<file path="config.mk">
export PLATFORM = sky130hd
export DESIGN_NAME = mem_arbiter_flat
export DESIGN_NICKNAME = d
export VERILOG_FILES = /design/src/rtl/mem_arbiter_if.sv /design/src/rtl/mem_arbiter.sv /design/src/flat_wrapper.sv
export SDC_FILE = /design/constraint.sdc
export NUM_CORES = 1
export LEC_CHECK = 0
export ABC_CLOCK_PERIOD_IN_PS = 3000
export BUFFER_PORTS_ARGS = -buffer_cell sky130_fd_sc_hd__buf_2
export CAP_MARGIN = 20
export CORE_ASPECT_RATIO = 2
export CORE_UTILIZATION = 51
export CTS_BUF_LIST = sky130_fd_sc_hd__clkbuf_8
export DETAILED_ROUTE_END_ITERATION = 10
export PLACE_DENSITY_LB_ADDON = 0.1
export SLEW_MARGIN = 20
export SYNTH_ARGS = -nofsm -noshare
export SYNTH_HDL_FRONTEND = slang
export SYNTH_SLANG_ARGS = --single-unit
</file>
<file path="constraint.sdc">
create_clock -name clk -period 3 [get_ports clk]
set_input_delay 0.3 -clock clk [delete_from_list [all_inputs] [get_ports clk]]
set_output_delay 0.3 -clock clk [all_outputs]
set_load 0.005 [all_outputs]
</file>
<file path="src/rtl/mem_arbiter_if.sv">
// mem_arbiter_if: one request/acknowledge memory channel.
//
// Handshake: the requester raises rq with rw/adr/dw and holds all four stable
// until it sees ak. ak is a single-cycle pulse; err and dr are valid only
// while ak is high. rq still high in the cycle after ak is a new request.
//
// Signals:
//   rq   request level (requester -> responder)
//   rw   direction, 1 = write, 0 = read
//   adr  20-bit word address
//   dw   16-bit write data
//   ak   one-cycle acknowledge (responder -> requester)
//   err  error flag, valid with ak
//   dr   16-bit read data, valid with ak
//
// Modports: master = requester side, slave = responder side.
interface mem_arbiter_if;
  logic        rq;
  logic        rw;
  logic [19:0] adr;
  logic [15:0] dw;
  logic        ak;
  logic        err;
  logic [15:0] dr;

  modport master (output rq, rw, adr, dw, input ak, err, dr);
  modport slave  (input rq, rw, adr, dw, output ak, err, dr);
endinterface

</file>
<file path="src/rtl/mem_arbiter.sv">
// mem_arbiter: shares one downstream memory channel between the fetch unit (f)
// and the execute unit (x). One transaction is in flight at a time. X has
// priority; after MAXX consecutive X grants with F waiting, F is served next.
// A watchdog aborts a downstream access not acknowledged within TMO cycles
// (TMO = 0 disables it) and returns err = 1, dr = 16'hFFFF.
//
// Ports:
//   clk        clock, rising edge
//   rst        synchronous active-high reset
//   f          fetch channel (slave side)
//   x          execute channel (slave side)
//   mem        downstream channel (master side); rq/rw/adr/dw are registered
//   dbg_state  current FSM state (0 IDLE, 1 BUSY, 2 RESP)
module mem_arbiter #(
  parameter int unsigned MAXX = 4,
  parameter int unsigned TMO  = 255
) (
  input  logic                 clk,
  input  logic                 rst,
  mem_arbiter_if.slave         f,
  mem_arbiter_if.slave         x,
  mem_arbiter_if.master        mem,
  output logic [1:0]           dbg_state
);

  typedef enum logic [1:0] {
    IDLE = 2'd0,
    BUSY = 2'd1,
    RESP = 2'd2
  } state_t;

  localparam logic [3:0] MAXX4   = 4'(MAXX);
  localparam logic [7:0] TMO_M1  = 8'(TMO - 1);
  localparam bit         WDOG_EN = (TMO != 0);

  state_t      state_q, state_d;
  logic        owner_x_q;   // 1: current transaction belongs to x
  logic [3:0]  xcnt_q;      // consecutive x grants while f was waiting
  logic [7:0]  wcnt_q;      // cycles spent in BUSY without mem.ak
  logic        err_q;       // last completion was a watchdog abort
  logic        rq_q;
  logic        rw_q;
  logic [19:0] adr_q;
  logic [15:0] dw_q;
  logic [15:0] f_dr_q;
  logic [15:0] x_dr_q;

  logic        grant_x;
  logic        grant_f;
  logic        tmo_hit;

  // x wins unless f is waiting and x has already used its quota.
  assign grant_x = x.rq && (!f.rq || (xcnt_q < MAXX4));
  assign grant_f = !grant_x && f.rq;
  assign tmo_hit = WDOG_EN && (wcnt_q == TMO_M1);

  always_ff @(posedge clk) begin
    if (rst) begin
      state_q <= IDLE;
    end else begin
      state_q <= state_d;
    end
  end

  always_comb begin
    state_d = state_q;
    case (state_q)
      IDLE:    if (grant_x || grant_f) state_d = BUSY;
      BUSY:    if (mem.ak || tmo_hit)  state_d = RESP;
      RESP:    state_d = IDLE;
      default: state_d = IDLE;
    endcase
  end

  always_ff @(posedge clk) begin
    if (rst) begin
      owner_x_q <= 1'b0;
      xcnt_q    <= 4'd0;
      wcnt_q    <= 8'd0;
      err_q     <= 1'b0;
      rq_q      <= 1'b0;
      rw_q      <= 1'b0;
      adr_q     <= 20'd0;
      dw_q      <= 16'd0;
      f_dr_q    <= 16'd0;
      x_dr_q    <= 16'd0;
    end else begin
      case (state_q)
        IDLE: begin
          if (grant_x || grant_f) begin
            owner_x_q <= grant_x;
            rq_q      <= 1'b1;
            rw_q      <= grant_x ? x.rw  : f.rw;
            adr_q     <= grant_x ? x.adr : f.adr;
            dw_q      <= grant_x ? x.dw  : f.dw;
            wcnt_q    <= 8'd0;
            // Only x grants that bypass a waiting f count toward starvation.
            if (grant_x && f.rq) begin
              if (xcnt_q != 4'hF) xcnt_q <= xcnt_q + 4'd1;
            end else begin
              xcnt_q <= 4'd0;
            end
          end
        end
        BUSY: begin
          if (mem.ak) begin
            rq_q  <= 1'b0;
            err_q <= 1'b0;
            if (owner_x_q) x_dr_q <= mem.dr;
            else           f_dr_q <= mem.dr;
          end else if (tmo_hit) begin
            rq_q  <= 1'b0;
            err_q <= 1'b1;
            if (owner_x_q) x_dr_q <= 16'hFFFF;
            else           f_dr_q <= 16'hFFFF;
          end else begin
            wcnt_q <= wcnt_q + 8'd1;
          end
        end
        default: ;
      endcase
    end
  end

  // Acknowledges decode straight from RESP so exactly one requester sees a
  // single-cycle pulse; err is gated so it can never accompany a normal ack.
  assign f.ak  = (state_q == RESP) && !owner_x_q;
  assign x.ak  = (state_q == RESP) &&  owner_x_q;
  assign f.err = f.ak && err_q;
  assign x.err = x.ak && err_q;
  assign f.dr  = f_dr_q;
  assign x.dr  = x_dr_q;

  assign mem.rq  = rq_q;
  assign mem.rw  = rw_q;
  assign mem.adr = adr_q;
  assign mem.dw  = dw_q;

  assign dbg_state = state_q;

endmodule
</file>
<file path="src/flat_wrapper.sv">
// flat-port wrapper written by rule: the top's interface ports become plain ports
module mem_arbiter_flat 
#(
  parameter int unsigned MAXX = 4,
  parameter int unsigned TMO  = 255
)
  (clk, rst, dbg_state, f_rq, f_rw, f_adr, f_dw, f_ak, f_err, f_dr, x_rq, x_rw, x_adr, x_dw, x_ak, x_err, x_dr, mem_rq, mem_rw, mem_adr, mem_dw, mem_ak, mem_err, mem_dr);
  mem_arbiter_if f_i ();
  mem_arbiter_if x_i ();
  mem_arbiter_if mem_i ();
  input  logic clk;
  input  logic rst;
  output logic [1:0] dbg_state;
  input wire logic [$bits(f_i.rq)-1:0] f_rq;
  input wire logic [$bits(f_i.rw)-1:0] f_rw;
  input wire logic [$bits(f_i.adr)-1:0] f_adr;
  input wire logic [$bits(f_i.dw)-1:0] f_dw;
  output wire logic [$bits(f_i.ak)-1:0] f_ak;
  output wire logic [$bits(f_i.err)-1:0] f_err;
  output wire logic [$bits(f_i.dr)-1:0] f_dr;
  input wire logic [$bits(x_i.rq)-1:0] x_rq;
  input wire logic [$bits(x_i.rw)-1:0] x_rw;
  input wire logic [$bits(x_i.adr)-1:0] x_adr;
  input wire logic [$bits(x_i.dw)-1:0] x_dw;
  output wire logic [$bits(x_i.ak)-1:0] x_ak;
  output wire logic [$bits(x_i.err)-1:0] x_err;
  output wire logic [$bits(x_i.dr)-1:0] x_dr;
  output wire logic [$bits(mem_i.rq)-1:0] mem_rq;
  output wire logic [$bits(mem_i.rw)-1:0] mem_rw;
  output wire logic [$bits(mem_i.adr)-1:0] mem_adr;
  output wire logic [$bits(mem_i.dw)-1:0] mem_dw;
  input wire logic [$bits(mem_i.ak)-1:0] mem_ak;
  input wire logic [$bits(mem_i.err)-1:0] mem_err;
  input wire logic [$bits(mem_i.dr)-1:0] mem_dr;
  assign f_i.rq = f_rq;
  assign f_i.rw = f_rw;
  assign f_i.adr = f_adr;
  assign f_i.dw = f_dw;
  assign f_ak = f_i.ak;
  assign f_err = f_i.err;
  assign f_dr = f_i.dr;
  assign x_i.rq = x_rq;
  assign x_i.rw = x_rw;
  assign x_i.adr = x_adr;
  assign x_i.dw = x_dw;
  assign x_ak = x_i.ak;
  assign x_err = x_i.err;
  assign x_dr = x_i.dr;
  assign mem_rq = mem_i.rq;
  assign mem_rw = mem_i.rw;
  assign mem_adr = mem_i.adr;
  assign mem_dw = mem_i.dw;
  assign mem_i.ak = mem_ak;
  assign mem_i.err = mem_err;
  assign mem_i.dr = mem_dr;
  mem_arbiter #(.MAXX(MAXX), .TMO(TMO)) u_core (.clk(clk), .rst(rst), .f(f_i), .x(x_i), .mem(mem_i), .dbg_state(dbg_state));
endmodule
</file>
---- Yosys cells after proc, flatten, opt, wreduce, memory -nomap -nowiden ----
Cells that the tools add are included.
storage, ports and cells
  register bits ........................... 86
  bits in latches ......................... 0
  memory bits (writable) .................. 0
  ROM bits ................................ 0
  input port bits ......................... 96
  word-level logic and storage cells ...... 75
  memories kept ........................... 0
cells by class
  $add $sub $neg .......................... 2
  multiply operators ...................... 0
  divide/modulo/power cells ............... 0
  $lt $le $gt $ge ......................... 1
  equal/unequal tests ..................... 10
  shift-type cells ........................ 0
  mux-type cells .......................... 26
  bitwise gates (word level) .............. 1
  reduce and logical (&&, ||, !) cells .... 24
operator list
  operator               number
  $mux W16               9
  $mux W8                3
  $mux W20               1
  $pmux W8 S2            1
  $reduce_and A3 Y1      4
  $add A8 B1 Y8 const B  1
  $eq A8 B8 Y1 const B   1
  $mux W4                2
  $logic_and A1 B1 Y1    7
  $mux W1                6
  $ne A2 B2 Y1 const B   3
  $reduce_and A2 Y1      3
  $add A4 B1 Y4 const B  1
  $lt A4 B3 Y1 const B   1
  $mux W2                2
  $ne A2 B1 Y1 const B   2
  $ne A4 B4 Y1 const B   1
  $pmux W2 S2            1
  $reduce_and A4 Y1      1
  $reduce_bool A2 Y1     2
  $logic_not A1 Y1       3
  $logic_or A1 B1 Y1     3
  $ne A3 B2 Y1 const B   1
  $eq A2 B1 Y1 const B   1
  4 further kinds        4

---- Longest topological paths before layout ----
  word-level depth ........................ 8
  gate-level depth with buffers ........... 8

---- Worst setup path before layout ----
OpenSTA, ideal clock, no wires.
  path type ............................... register to register
  from .................................... register u_core.wcnt_q[0]
  to ...................................... register u_core.wcnt_q[4]
  arrival time ............................ 1,712 ps
  data required time ...................... 2,923 ps
  setup slack ............................. 1,211 ps
  cell stages (with the launch flop) ...... 7
  path buffers ............................ 0
  period minus slack after synthesis ...... 1,789 ps
  cells stage by stage .................... dfxtp_1 -> inv_1 -> ha_1 -> and3_1 -> a211o_1 -> or4_1 -> a31oi_1
between the ends
  longest elaborated chain between the ends .. 4
  elaborated cells between the ends (all ways) .. 7
  classes of those cells .................. add/sub: 1; eq/ne: 2; mux: 3; reduce/logical: 1
ends and longest elaborated chain
  what                      RTL line            text
  start: declaration        mem_arbiter.sv:39   logic [7:0] wcnt_q;
  start signal: assignment  mem_arbiter.sv:117  wcnt_q <= wcnt_q + 8'd1;
  $add A8 B1 Y8             mem_arbiter.sv:117
  $mux W8                   mem_arbiter.sv:111  end else if (tmo_hit) begin
  $mux W8                   mem_arbiter.sv:106  if (mem.ak) begin
  $pmux W8 S2               mem_arbiter.sv:88   case (state_q)
Parallel ways exist; a longest one is shown, timed or not. The select of a mux whose other input is x is not followed.
A chain may end at the register's enable or synchronous reset.

---- Final worst setup path ----
  from .................................... register u_core.state_q[0], in the netlist u_core.dbg_state[0]
  to ...................................... register u_core.x_dr_q[3], in the netlist u_core.x.dr[3]
between the ends
  longest elaborated chain between the ends .. 2
ends and longest elaborated chain
  what                                RTL line            text
  start: declaration                  mem_arbiter.sv:36   state_t state_q, state_d;
  start signal: assignment            mem_arbiter.sv:61   state_q <= state_d;
  $eq A2 B1 Y1                        mem_arbiter.sv:88
  $reduce_and A3 Y1 (no source line)  --
  end signal: assignment              mem_arbiter.sv:109  if (owner_x_q) x_dr_q <= mem.dr;
  end: declaration                    mem_arbiter.sv:46   logic [15:0] x_dr_q;
Every way passes these cells.

==> reports/qor.yml <==
status: "finished clean"
synth_cell_types: 43
worstSetupPathType: "flip-flop to flip-flop"
async_flop_share: 0
drtIter0Drc: 156
synth_area_sq_um: 3580
die_w_um: 61.3
finalHoldViolations: 0
final_antenna_net_count: 0
yosysWarnings: 0
syn_area_per_cell_sq_um: 8.61
finalCriticalPeriod_ns: 2.20
drt-total-wl_um: 8980
grt_pass1_vias: 3433
start_util: 0.533
antenna_found_initial: 0
wire_per_inst_um: 13.6
grt_usage: 0.254
synth-seq-area-share: 0.480
place_congestion: 0.786
timing.fmax_mhz: 455
cp.arrival_ns: 2.49
core-area_sq_um: 6730
required_ns: 3.29
p_seq_frac: 0.533
maxSlewHeadroom: 0.268
clkPwrFrac: 0.294
rsz0062_at_grt: "no"
crit_fanout: 16
layout-drive-gt1-share: 0.380
synth_common_cells: "dfxtp_1, nand2_1, nor2_1"
fin_worst_skew_ns: 0.00934
cp_slowest_stage_delay_ns: 0.83
pwr-share-comb: 0.174
dp_hpwl_um: 6490
fin_nets: 666
cts_tree: "built"
htree_levels: 3
synth_area_leader_cell: "dfxtp_1"
synth.most_common_cell: "dfxtp_1"
crit_path_end_kind: "flip-flop"
dpl.cell_count: 644
finalSetupViolations: 0
hold_path_class: "input pin to flip-flop"
globalRoute.totalOverflow: 0
finalInstanceArea_sq_um: 4610
synthFlopType: "dfxtp_1"
dp_slack_ns: 0.791
worst_pin_slew_ns: 1.09
cap_violations: 0
clock_latency_ns: 0.34
fin_cells: 659
drc: 0
cp-start-kind: "flip-flop"
drv_slew: 0
postCtsSetupBuffers: 0
cts_resized: 0
internal-power_mw: 1.75
leakage_nw: 2.15
setup_ws_ns: 0.801
die_area_sq_um: 7390
min_period_over_period: 0.733
cts_buffers: 9
cts-hold-fix-buffers: 0
syn-num-nets: 515
synth_area_leaders: "dfxtp_1, a311oi_1, nand2_1, nor2_1, o221a_2"
placed_area_sq_um: 4440
dr.pass1.iters: 4
critPathSlowestCell: "nor2_1"
vias_per_cell: 5.42
p_per_area_nw_per_um2: 519
p_sw_mw: 0.641
p_sw_frac: 0.268
cts_num_sinks: 86
rows: 42
via_count: 3574
area_growth_pct: 28.6
final_core_util: 0.685
synth_edf_count: 0
diodes: 0
tns_ns: 0
root_buffer: "clkbuf_8"
grt_first_pass_wirelength_um: 14400
io_pins: 172
path_cells: "nor2b_1, nand2_1, nor2_1, o221a_2"
synth_top_area_frac: 0.480
vdd_ir_drop_max_mv: 0.383
ys_seq_elements: 86
synth_cells: 416
clk_pin_slew_worst_paths_ns: 0.08
die-height_um: 121
port_buffers: 170
grt_max_degree: 54
clockBufferDepth: 2
==> flip-flops by register name (all words and copies together) (netlist names), 2 cells and up <==
signal	count
u_core.xcnt_q	4
u_core.mem.dw	16
u_core.wcnt_q	8
u_core.f.dr	16
u_core.mem.adr	20
u_core.dbg_state	2
u_core.x.dr	16
==> through the flow <==
stage | power, mW | hold WS (ns)
after detailed placement | 1.72 | 0.444
final | 2.39 | 0.207
after floorplan | 1.52 | 0.411
after global placement | 1.70 | 0.437
after CTS | 2.42 | 0.187
after global routing | 2.52 | 0.193
==> layout by cell type, fill, tap and decap left out, types with 6 or more instances in the layout <==
| master | netlist | routed |
|---|---|---|
| a211oi_2 | 9 | 9 |
| a311oi_1 | 37 | 37 |
| o221a_2 | 15 | 15 |
| clkbuf_8 | 0 | 11 |
| nand2_1 | 80 | 80 |
| inv_1 | 19 | 22 |
| nand3_1 | 10 | 10 |
| dfxtp_1 | 86 | 86 |
| a21oi_1 | 10 | 10 |
| a211oi_1 | 6 | 6 |
| nor2_1 | 58 | 58 |
| buf_2 | 2 | 170 |
==> worst max-delay path, delay by kind of cell (launching register included) <==
family | cells | cell delay (ns)
flops | 1 | 0.44
simple gates | 3 | 1.38
compound gates | 1 | 0.32
==> power groups by stage <==
stage | sequential [mW] | clock (mW) | combinational [mW]
after floorplan | 1.30 | 0 | 0.221
after global routing | 1.28 | 0.766 | 0.465
final | 1.27 | 0.701 | 0.415
after detailed placement | 1.30 | 0 | 0.419
after global placement | 1.29 | 0 | 0.407
after CTS | 1.27 | 0.725 | 0.421
==> path summary, 6_finish.rpt <==
kind | from | depth (start not counted) | slack (ns) | end
max reg2reg | u_core.dbg_state[0] | 4 | 0.80 | u_core.x.dr[3]
max | u_core.dbg_state[0] | 4 | 0.80 | u_core.x.dr[3]
min reg2reg | u_core.f.dr[0] | 2 | 0.45 | u_core.f.dr[0]
min | x_dw[12] | 3 | 0.21 | u_core.mem.dw[12]
==> cell families after synthesis <==
group                      Yosys count  share of synthesized area
muxes                                1                    0.00314
adders and majority gates            3                     0.0105
and+or+nand+nor                    174                      0.206
AOI/OAI and AO/OA                   97                      0.235
DFF                                 86                      0.480
buffers and inverters               55                     0.0646
==> area by class of cell <==
cell class	count	area, sq um
Fill cell	614	2120
Sequential cell	86	1720
Multi-Input combinational cell	275	1630
Timing Repair Buffer	175	901
Clock buffer	11	151
Tap cell	88	110
Inverter	20	75.1
Clock inverter	4	16.3
==> metal layers <==
layer | track usage | vias up | wire (um)
li1 | - | 1772 | -
met1 | 0.250 | 1637 | 3390
met2 | 0.459 | 147 | 4780
met3 | 0.0695 | 18 | 570
met4 | 0.122 | 0 | 227
met5 | 0 | - | 0
(Power assumes the default switching activity.)
